## src/rtl/mv_pkg.sv

```systemverilog
// Shared types and constants for the motion-vector decision block.
// Field widths, FSM state codes, the packed row-result word and the
// position-to-displacement helper used when presenting the final vector.
package mv_pkg;

  localparam int SAD_W        = 12;
  localparam int POS_W        = 4;
  localparam int NUM_ROWS_DEF = 16;
  localparam int ORIGIN_DEF   = 8;

  localparam logic [1:0] IDLE    = 2'd0;
  localparam logic [1:0] COLLECT = 2'd1;
  localparam logic [1:0] HOLD    = 2'd2;

  typedef struct packed {
    logic [SAD_W-1:0] sad;
    logic [POS_W-1:0] x;
    logic [POS_W-1:0] y;
  } row_word_t;

  // Position relative to the zero-displacement origin, as a signed
  // POS_W+1 bit value (two's complement in a plain logic vector).
  function automatic logic [POS_W:0] to_disp(input logic [POS_W-1:0] pos,
                                             input int               origin);
    to_disp = {1'b0, pos} - (POS_W+1)'(origin);
  endfunction

endpackage

```

## src/rtl/mv_min2.sv

```systemverilog
// Two-input minimum selector on the SAD field (combinational).
// Ports: best / cand row words in; win = selected word, take = cand wins.
// Strict less-than so that on a tie the earlier (best) word is kept.
module mv_min2
  import mv_pkg::*;
(
  input  row_word_t best,
  input  row_word_t cand,
  output row_word_t win,
  output logic      take
);

  assign take = (cand.sad < best.sad);
  assign win  = take ? cand : best;

endmodule

```

## src/rtl/mv_decision.sv

```systemverilog
// Reduces NUM_ROWS per-row best-match words to the macroblock minimum and
// presents {dx, dy, sad} on mv_valid/mv_ready; mv_valid rises 1 clk after the
// last row word and the result is held until accepted (start is ignored while
// an unaccepted result is pending).
// Ports: clk/rst (async high); start, in_valid/in_data {sad,x,y}; mv_ready;
//        mv_valid, mv_dx, mv_dy, mv_sad; busy; err_stray, err_seq pulses.
module mv_decision
  import mv_pkg::*;
#(
  parameter int NUM_ROWS = NUM_ROWS_DEF,
  parameter int ORIGIN   = ORIGIN_DEF
) (
  input  logic                     clk,
  input  logic                     rst,
  input  logic                     start,
  input  logic                     in_valid,
  input  logic [SAD_W+2*POS_W-1:0] in_data,
  input  logic                     mv_ready,
  output logic                     mv_valid,
  output logic [POS_W:0]           mv_dx,
  output logic [POS_W:0]           mv_dy,
  output logic [SAD_W-1:0]         mv_sad,
  output logic                     busy,
  output logic                     err_stray,
  output logic                     err_seq
);

  localparam row_word_t BEST_INIT = '{sad: '1, x: '0, y: '0};
  localparam logic [POS_W-1:0] LAST_ROW = POS_W'(NUM_ROWS - 1);

  logic [1:0]       state_q, state_d;
  logic [POS_W-1:0] row_cnt_q, row_cnt_d;
  row_word_t        best_q, best_d;
  logic             mv_valid_q, mv_valid_d;
  logic [POS_W:0]   mv_dx_q, mv_dx_d;
  logic [POS_W:0]   mv_dy_q, mv_dy_d;
  logic [SAD_W-1:0] mv_sad_q, mv_sad_d;
  logic             busy_q, busy_d;
  logic             err_stray_q, err_stray_d;
  logic             err_seq_q, err_seq_d;

  row_word_t cand;
  row_word_t win;
  logic      take;

  assign cand = row_word_t'(in_data);

  mv_min2 u_min2 (
    .best (best_q),
    .cand (cand),
    .win  (win),
    .take (take)
  );

  always_comb begin
    state_d     = state_q;
    row_cnt_d   = row_cnt_q;
    best_d      = best_q;
    mv_dx_d     = mv_dx_q;
    mv_dy_d     = mv_dy_q;
    mv_sad_d    = mv_sad_q;
    err_stray_d = 1'b0;
    err_seq_d   = 1'b0;

    case (state_q)
      IDLE: begin
        // A word arriving with start is still dropped; collection opens next cycle.
        err_stray_d = in_valid;
        if (start) begin
          state_d   = COLLECT;
          row_cnt_d = '0;
          best_d    = BEST_INIT;
        end
      end
      COLLECT: begin
        if (start) begin
          // Abort: discard partial minimum, no result is produced.
          row_cnt_d = '0;
          best_d    = BEST_INIT;
        end else if (in_valid) begin
          best_d    = win;
          row_cnt_d = row_cnt_q + 1'b1;
          err_seq_d = (cand.y != row_cnt_q);
          if (row_cnt_q == LAST_ROW) begin
            state_d  = HOLD;
            mv_dx_d  = to_disp(win.x, ORIGIN);
            mv_dy_d  = to_disp(win.y, ORIGIN);
            mv_sad_d = win.sad;
          end
        end
      end
      HOLD: begin
        err_stray_d = in_valid;
        // mv_valid is high for the whole of HOLD, so mv_ready alone is the accept.
        if (mv_ready) begin
          if (start) begin
            state_d   = COLLECT;
            row_cnt_d = '0;
            best_d    = BEST_INIT;
          end else begin
            state_d = IDLE;
          end
        end
      end
      default: state_d = IDLE;
    endcase

    mv_valid_d = (state_d == HOLD);
    busy_d     = (state_d == COLLECT);
  end

  // take is only a diagnostic of the selector; the winner already encodes it.
  logic unused_take;
  assign unused_take = take;

  always_ff @(posedge clk or posedge rst) begin
    if (rst) begin
      state_q     <= IDLE;
      row_cnt_q   <= '0;
      best_q      <= BEST_INIT;
      mv_valid_q  <= 1'b0;
      mv_dx_q     <= '0;
      mv_dy_q     <= '0;
      mv_sad_q    <= '0;
      busy_q      <= 1'b0;
      err_stray_q <= 1'b0;
      err_seq_q   <= 1'b0;
    end else begin
      state_q     <= state_d;
      row_cnt_q   <= row_cnt_d;
      best_q      <= best_d;
      mv_valid_q  <= mv_valid_d;
      mv_dx_q     <= mv_dx_d;
      mv_dy_q     <= mv_dy_d;
      mv_sad_q    <= mv_sad_d;
      busy_q      <= busy_d;
      err_stray_q <= err_stray_d;
      err_seq_q   <= err_seq_d;
    end
  end

  assign mv_valid  = mv_valid_q;
  assign mv_dx     = mv_dx_q;
  assign mv_dy     = mv_dy_q;
  assign mv_sad    = mv_sad_q;
  assign busy      = busy_q;
  assign err_stray = err_stray_q;
  assign err_seq   = err_seq_q;

endmodule

```

## config.mk

```make
export PLATFORM = sky130hd
export DESIGN_NAME = mv_decision
export DESIGN_NICKNAME = d
export VERILOG_FILES = /design/src/rtl/mv_pkg.sv /design/src/rtl/mv_min2.sv /design/src/rtl/mv_decision.sv
export SDC_FILE = /design/constraint.sdc
export NUM_CORES = 1
export LEC_CHECK = 0
export ABC_AREA = 0
export BUFFER_PORTS_ARGS = -buffer_cell sky130_fd_sc_hd__buf_2
export CAP_MARGIN = 20
export CORE_MARGIN = 4
export CORE_UTILIZATION = 56
export DETAILED_ROUTE_END_ITERATION = 7
export PLACE_DENSITY_LB_ADDON = 0.2
export SLEW_MARGIN = 0
export SYNTH_ARGS = -nofsm -noshare
export SYNTH_HDL_FRONTEND = slang
export SYNTH_SLANG_ARGS = --single-unit
```

## constraint.sdc

```tcl
create_clock -name clk -period 6.4 [get_ports clk]
set_input_delay 0.32 -clock clk [delete_from_list [all_inputs] [get_ports clk]]
set_output_delay 0.32 -clock clk [all_outputs]
set_load 0.005 [all_outputs]
```

==> impl_results.rst <==
.. list-table::
   :header-rows: 1

   * - Metric
     - Value
   * - Highest fanout seen on the critical path
     - 20
   * - Cell count of the worst hold path
     - 3
   * - Peak ir drop on the vdd network
     - 99.4 uV
   * - Num ports
     - 51
   * - Fin crit period
     - 2.82 ns
   * - Overall die area
     - 5920 um2
   * - Vias per cell
     - 5.85
   * - Type of destination of the critical path
     - flip-flop
   * - Vias
     - 2119
   * - Number of clock sinks seen by CTS
     - 50
   * - Hold buffer count at CTS
     - 0
   * - Final number of max-transition violations
     - 0
   * - Fraction of layout instances using a drive strength above 1
     - 25.5%
   * - Aggregate global routing overflow
     - 0
   * - Number of nets in the synthesized netlist
     - 301
   * - Post-CTS setup buffer count
     - 0
   * - Utilization of the core after routing
     - 68.5%
   * - Crit path setup slack, layout
     - 3.58 ns
   * - Clock tree from TritonCTS
     - yes
   * - Die span in y
     - 77.0 um
   * - Worst min path class
     - input port to flip-flop
   * - Total standard cell area after synthesis
     - 2660 um2
   * - Root Buffer
     - sky130_fd_sc_hd__clkbuf_8
   * - EDFF count, synth
     - 0
   * - Number of buffers inserted by port buffering
     - 50
   * - Dominant register cell in the synthesized netlist
     - sky130_fd_sc_hd__dfrtp_1
   * - Initial antenna violation count
     - 0
   * - Run status
     - finished clean
   * - Worst flop-to-flop path startpoint
     - best_q[13]
   * - Number of clock buffers inserted by TritonCTS
     - 5
   * - Setup Skew
     - 0.00612 ns
   * - Top routing layer in use
     - met4
   * - Reported max-cap violation count
     - 0
   * - R2R depth
     - 7
   * - Warnings from Yosys
     - 0
   * - Family with the most delay on the worst path
     - compound AO/OA/AOI/OAI gates
   * - R2r endpoint
     - best_q[4]
   * - Number of global-route vias before repair
     - 2116
   * - Maximum number of pins on one net before global-route repair
     - 51
   * - Length of routed wiring on met1
     - 2600 um
   * - Cells resized by post-CTS repair
     - 0
   * - Nets
     - 346
   * - Worst Min Path Start
     - in_data[6]
   * - CP arrival
     - 3.02 ns
   * - Clock H-tree levels
     - 2
   * - Final Hold Vio Count
     - 0
   * - First DRT Iteration DRCs
     - 91
   * - Number of storage elements in the synthesis netlist
     - 50
   * - Average wire length per cell after detail routing
     - 15.6 um
   * - Register area share after synthesis
     - 47.5%
   * - Setup Slack @ Placement
     - 3.60 ns
   * - Clock insertion delay at the later pin of the skew report
     - 0.30 ns
   * - Leak Pwr
     - 1.63 nW
   * - Count of buffer and inverter cells on the critical path
     - 1
   * - RSZ-0062 raised after global routing
     - no
   * - WHS Endpoint
     - best_q[6]
   * - Max stage delay on crit path
     - 0.74 ns
   * - Aggregate routed wire length
     - 5630 um
   * - Wire length of the first global-routing pass
     - 9630 um
   * - Critical Path Stages
     - 7
   * - ANT nets after route
     - 0
   * - Gpl congestion
     - 0.825
   * - Worst reg-to-reg setup slack
     - 3.58 ns
   * - Wire length on met3
     - 214 um
   * - Area growth, synth to finish
     - 15.1%
   * - Classification of the worst setup path
     - flip-flop to flip-flop
   * - Count of endpoints failing setup in the final report
     - 0
   * - Critical path startpoint category
     - flip-flop
   * - Ant. Diodes
     - 0
   * - Initial core utilization
     - 59.5%
   * - Residual DRC
     - 0
   * - Fmax
     - 354 MHz
   * - Number of inserted filler cells in the final layout
     - 360
   * - Maximum number of buffers from clock root to sink
     - 2
   * - Measured slew at the worst slew-check pin
     - 0.879 ns
   * - Met2 routed wirelength
     - 2740 um
   * - Setup_tns
     - 0 ns
   * - Max-slew headroom
     - 41.2%
   * - CP cell instances
     - inv_1 > ha_1 > a21oi_1 > o21ai_1 > a221oi_4 > nand4_1 > o22ai_1
   * - Number of unique standard cell types used by synthesis
     - 36
   * - Standard-cell rows
     - 24
   * - Detailed-routing iteration count for the pre-antenna-repair pass
     - 4
   * - Area of the core
     - 4470 um2
   * - Total power density per cell area
     - 205 nW/um2
   * - Clock input transition at the sequential cells of the worst setup and hold paths
     - 0.09 ns
   * - Average footprint of a synthesized cell
     - 10.1 um2
   * - Gate count after technology mapping
     - 264
   * - Aggregate global-route resource usage
     - 19.7%
   * - Fraction of the cycle the final worst path needs
     - 44.1%
   * - Async set or reset register ratio after synthesis
     - 100%
   * - Slowest CP cell
     - sky130_fd_sc_hd__nand4_1
   * - HPWL after detailed placement
     - 3890 um
   * - Die width
     - 77.0 um
   * - WP data required
     - 6.59 ns
power by group:
group          switching, mW  leakage, nW  total, mW  internal [mW]
Combinational         0.0569        0.943     0.0980         0.0411
Sequential           0.00761        0.642      0.339          0.332
Clock                  0.102       0.0455      0.191         0.0884
metrics by stage:
step	area (um2)	cells	hold slack [ns]	power (mW)
global route	3070	362	0.279	0.657
detailed placement	2940	351	0.494	0.440
floorplan	2660	264	0.458	0.409
CTS	3030	359	0.270	0.630
global placement	2930	350	0.477	0.436
finish	3070	362	0.278	0.628
registers in the layout (all words and copies together) (netlist names):
name       flops
best_q        20
busy           1
err_seq        1
err_stray      1
mv_dx          4
mv_dy          4
mv_sad        12
mv_valid       1
row_cnt_q      4
state_q        2
cells by family (layout without fill, tap and decap cells):
family                   Yosys count  in the layout  synth area share (%)
adder cells (fa/ha/maj)           12             12                  5.64
flip-flops                        50             50                  47.5
AO/OA/AOI/OAI                     80             80                  22.3
AND/OR/NAND/NOR                   79             79                  17.2
buffers and inverters             39             85                  6.06
XOR/XNOR                           4              4                  1.32
final cells by class:
class                      count  area (um2)  share of cell area (%)
sequential                    50        1270                    41.3
multi-input combinational    175        1250                    40.7
timing repair buffer          57         322                    10.5
clock buffer                   8        90.1                    2.94
inverter                      20        75.1                    2.45
tap                           52        65.1                    2.12
worst max-delay path by stage:
stage	from	endpoint
finish	best_q[13]	best_q[4]
global route	best_q[13]	best_q[0]
CTS	best_q[13]	best_q[5]
detailed placement	best_q[13]	best_q[2]
global placement	state_q[0]	best_q[1]
floorplan	best_q[19]	mv_dx[0]
synth_stat cells, types with 2 or more instances:
master | number | share of area (%)
sky130_fd_sc_hd__a21boi_0 | 2 | 0.56
sky130_fd_sc_hd__a21boi_1 | 8 | 2.3
sky130_fd_sc_hd__a21oi_1 | 14 | 2.6
sky130_fd_sc_hd__and3_1 | 21 | 4.9
sky130_fd_sc_hd__buf_2 | 6 | 1.1
sky130_fd_sc_hd__buf_4 | 2 | 0.56
sky130_fd_sc_hd__clkbuf_1 | 11 | 1.6
sky130_fd_sc_hd__dfrtp_1 | 38 | 36
sky130_fd_sc_hd__dfstp_2 | 12 | 12
sky130_fd_sc_hd__ha_1 | 12 | 5.6
sky130_fd_sc_hd__inv_1 | 20 | 2.8
sky130_fd_sc_hd__nand2_1 | 21 | 3.0
sky130_fd_sc_hd__nand2b_1 | 20 | 4.7
sky130_fd_sc_hd__nand3_1 | 3 | 0.56
sky130_fd_sc_hd__nor2_1 | 2 | 0.28
sky130_fd_sc_hd__nor2b_1 | 3 | 0.70
sky130_fd_sc_hd__o21ai_0 | 9 | 1.7
sky130_fd_sc_hd__o21ai_1 | 2 | 0.38
sky130_fd_sc_hd__o22ai_1 | 8 | 1.9
sky130_fd_sc_hd__o31a_1 | 18 | 5.9
sky130_fd_sc_hd__o31ai_1 | 3 | 0.85
sky130_fd_sc_hd__o32a_1 | 12 | 4.5
sky130_fd_sc_hd__xnor2_1 | 4 | 1.3
placed cells by master (no fill, tap or decap), types with 2 or more instances in the layout:
| master | synthesis | layout |
|---|---|---|
| sky130_fd_sc_hd__o21ai_0 | 9 | 9 |
| sky130_fd_sc_hd__o32a_1 | 12 | 12 |
| sky130_fd_sc_hd__o21ai_1 | 2 | 2 |
| sky130_fd_sc_hd__o31ai_1 | 3 | 3 |
| sky130_fd_sc_hd__clkbuf_1 | 11 | 2 |
| sky130_fd_sc_hd__dfrtp_1 | 38 | 38 |
| sky130_fd_sc_hd__nor2b_1 | 3 | 3 |
| sky130_fd_sc_hd__xnor2_1 | 4 | 4 |
| sky130_fd_sc_hd__inv_1 | 20 | 19 |
| sky130_fd_sc_hd__a21boi_0 | 2 | 2 |
| sky130_fd_sc_hd__o31a_1 | 18 | 18 |
| sky130_fd_sc_hd__buf_2 | 6 | 50 |
| sky130_fd_sc_hd__clkbuf_8 | 0 | 6 |
| sky130_fd_sc_hd__a21oi_1 | 14 | 14 |
| sky130_fd_sc_hd__dfstp_2 | 12 | 12 |
| sky130_fd_sc_hd__a21boi_1 | 8 | 8 |
| sky130_fd_sc_hd__o22ai_1 | 8 | 8 |
| sky130_fd_sc_hd__nand2_1 | 21 | 21 |
| sky130_fd_sc_hd__nor2_1 | 2 | 2 |
| sky130_fd_sc_hd__nand3_1 | 3 | 3 |
| sky130_fd_sc_hd__buf_4 | 2 | 4 |
| sky130_fd_sc_hd__and3_1 | 21 | 21 |
| sky130_fd_sc_hd__ha_1 | 12 | 12 |
| sky130_fd_sc_hd__nand2b_1 | 20 | 20 |
layer usage:
metal  vias up  GRT usage (%)
li1       1040              -
met1      1026           23.6
met5         -              0
met3         8           3.40
met4         0           6.23
met2        45           36.0
tightest hold or removal path, delay by kind of cell:
family	cells	cell delay, ns
buffers and inverters	2	0.14
AOI/OAI and AO/OA	1	0.07
No activity file was read; power rests on OpenSTA's default activity.
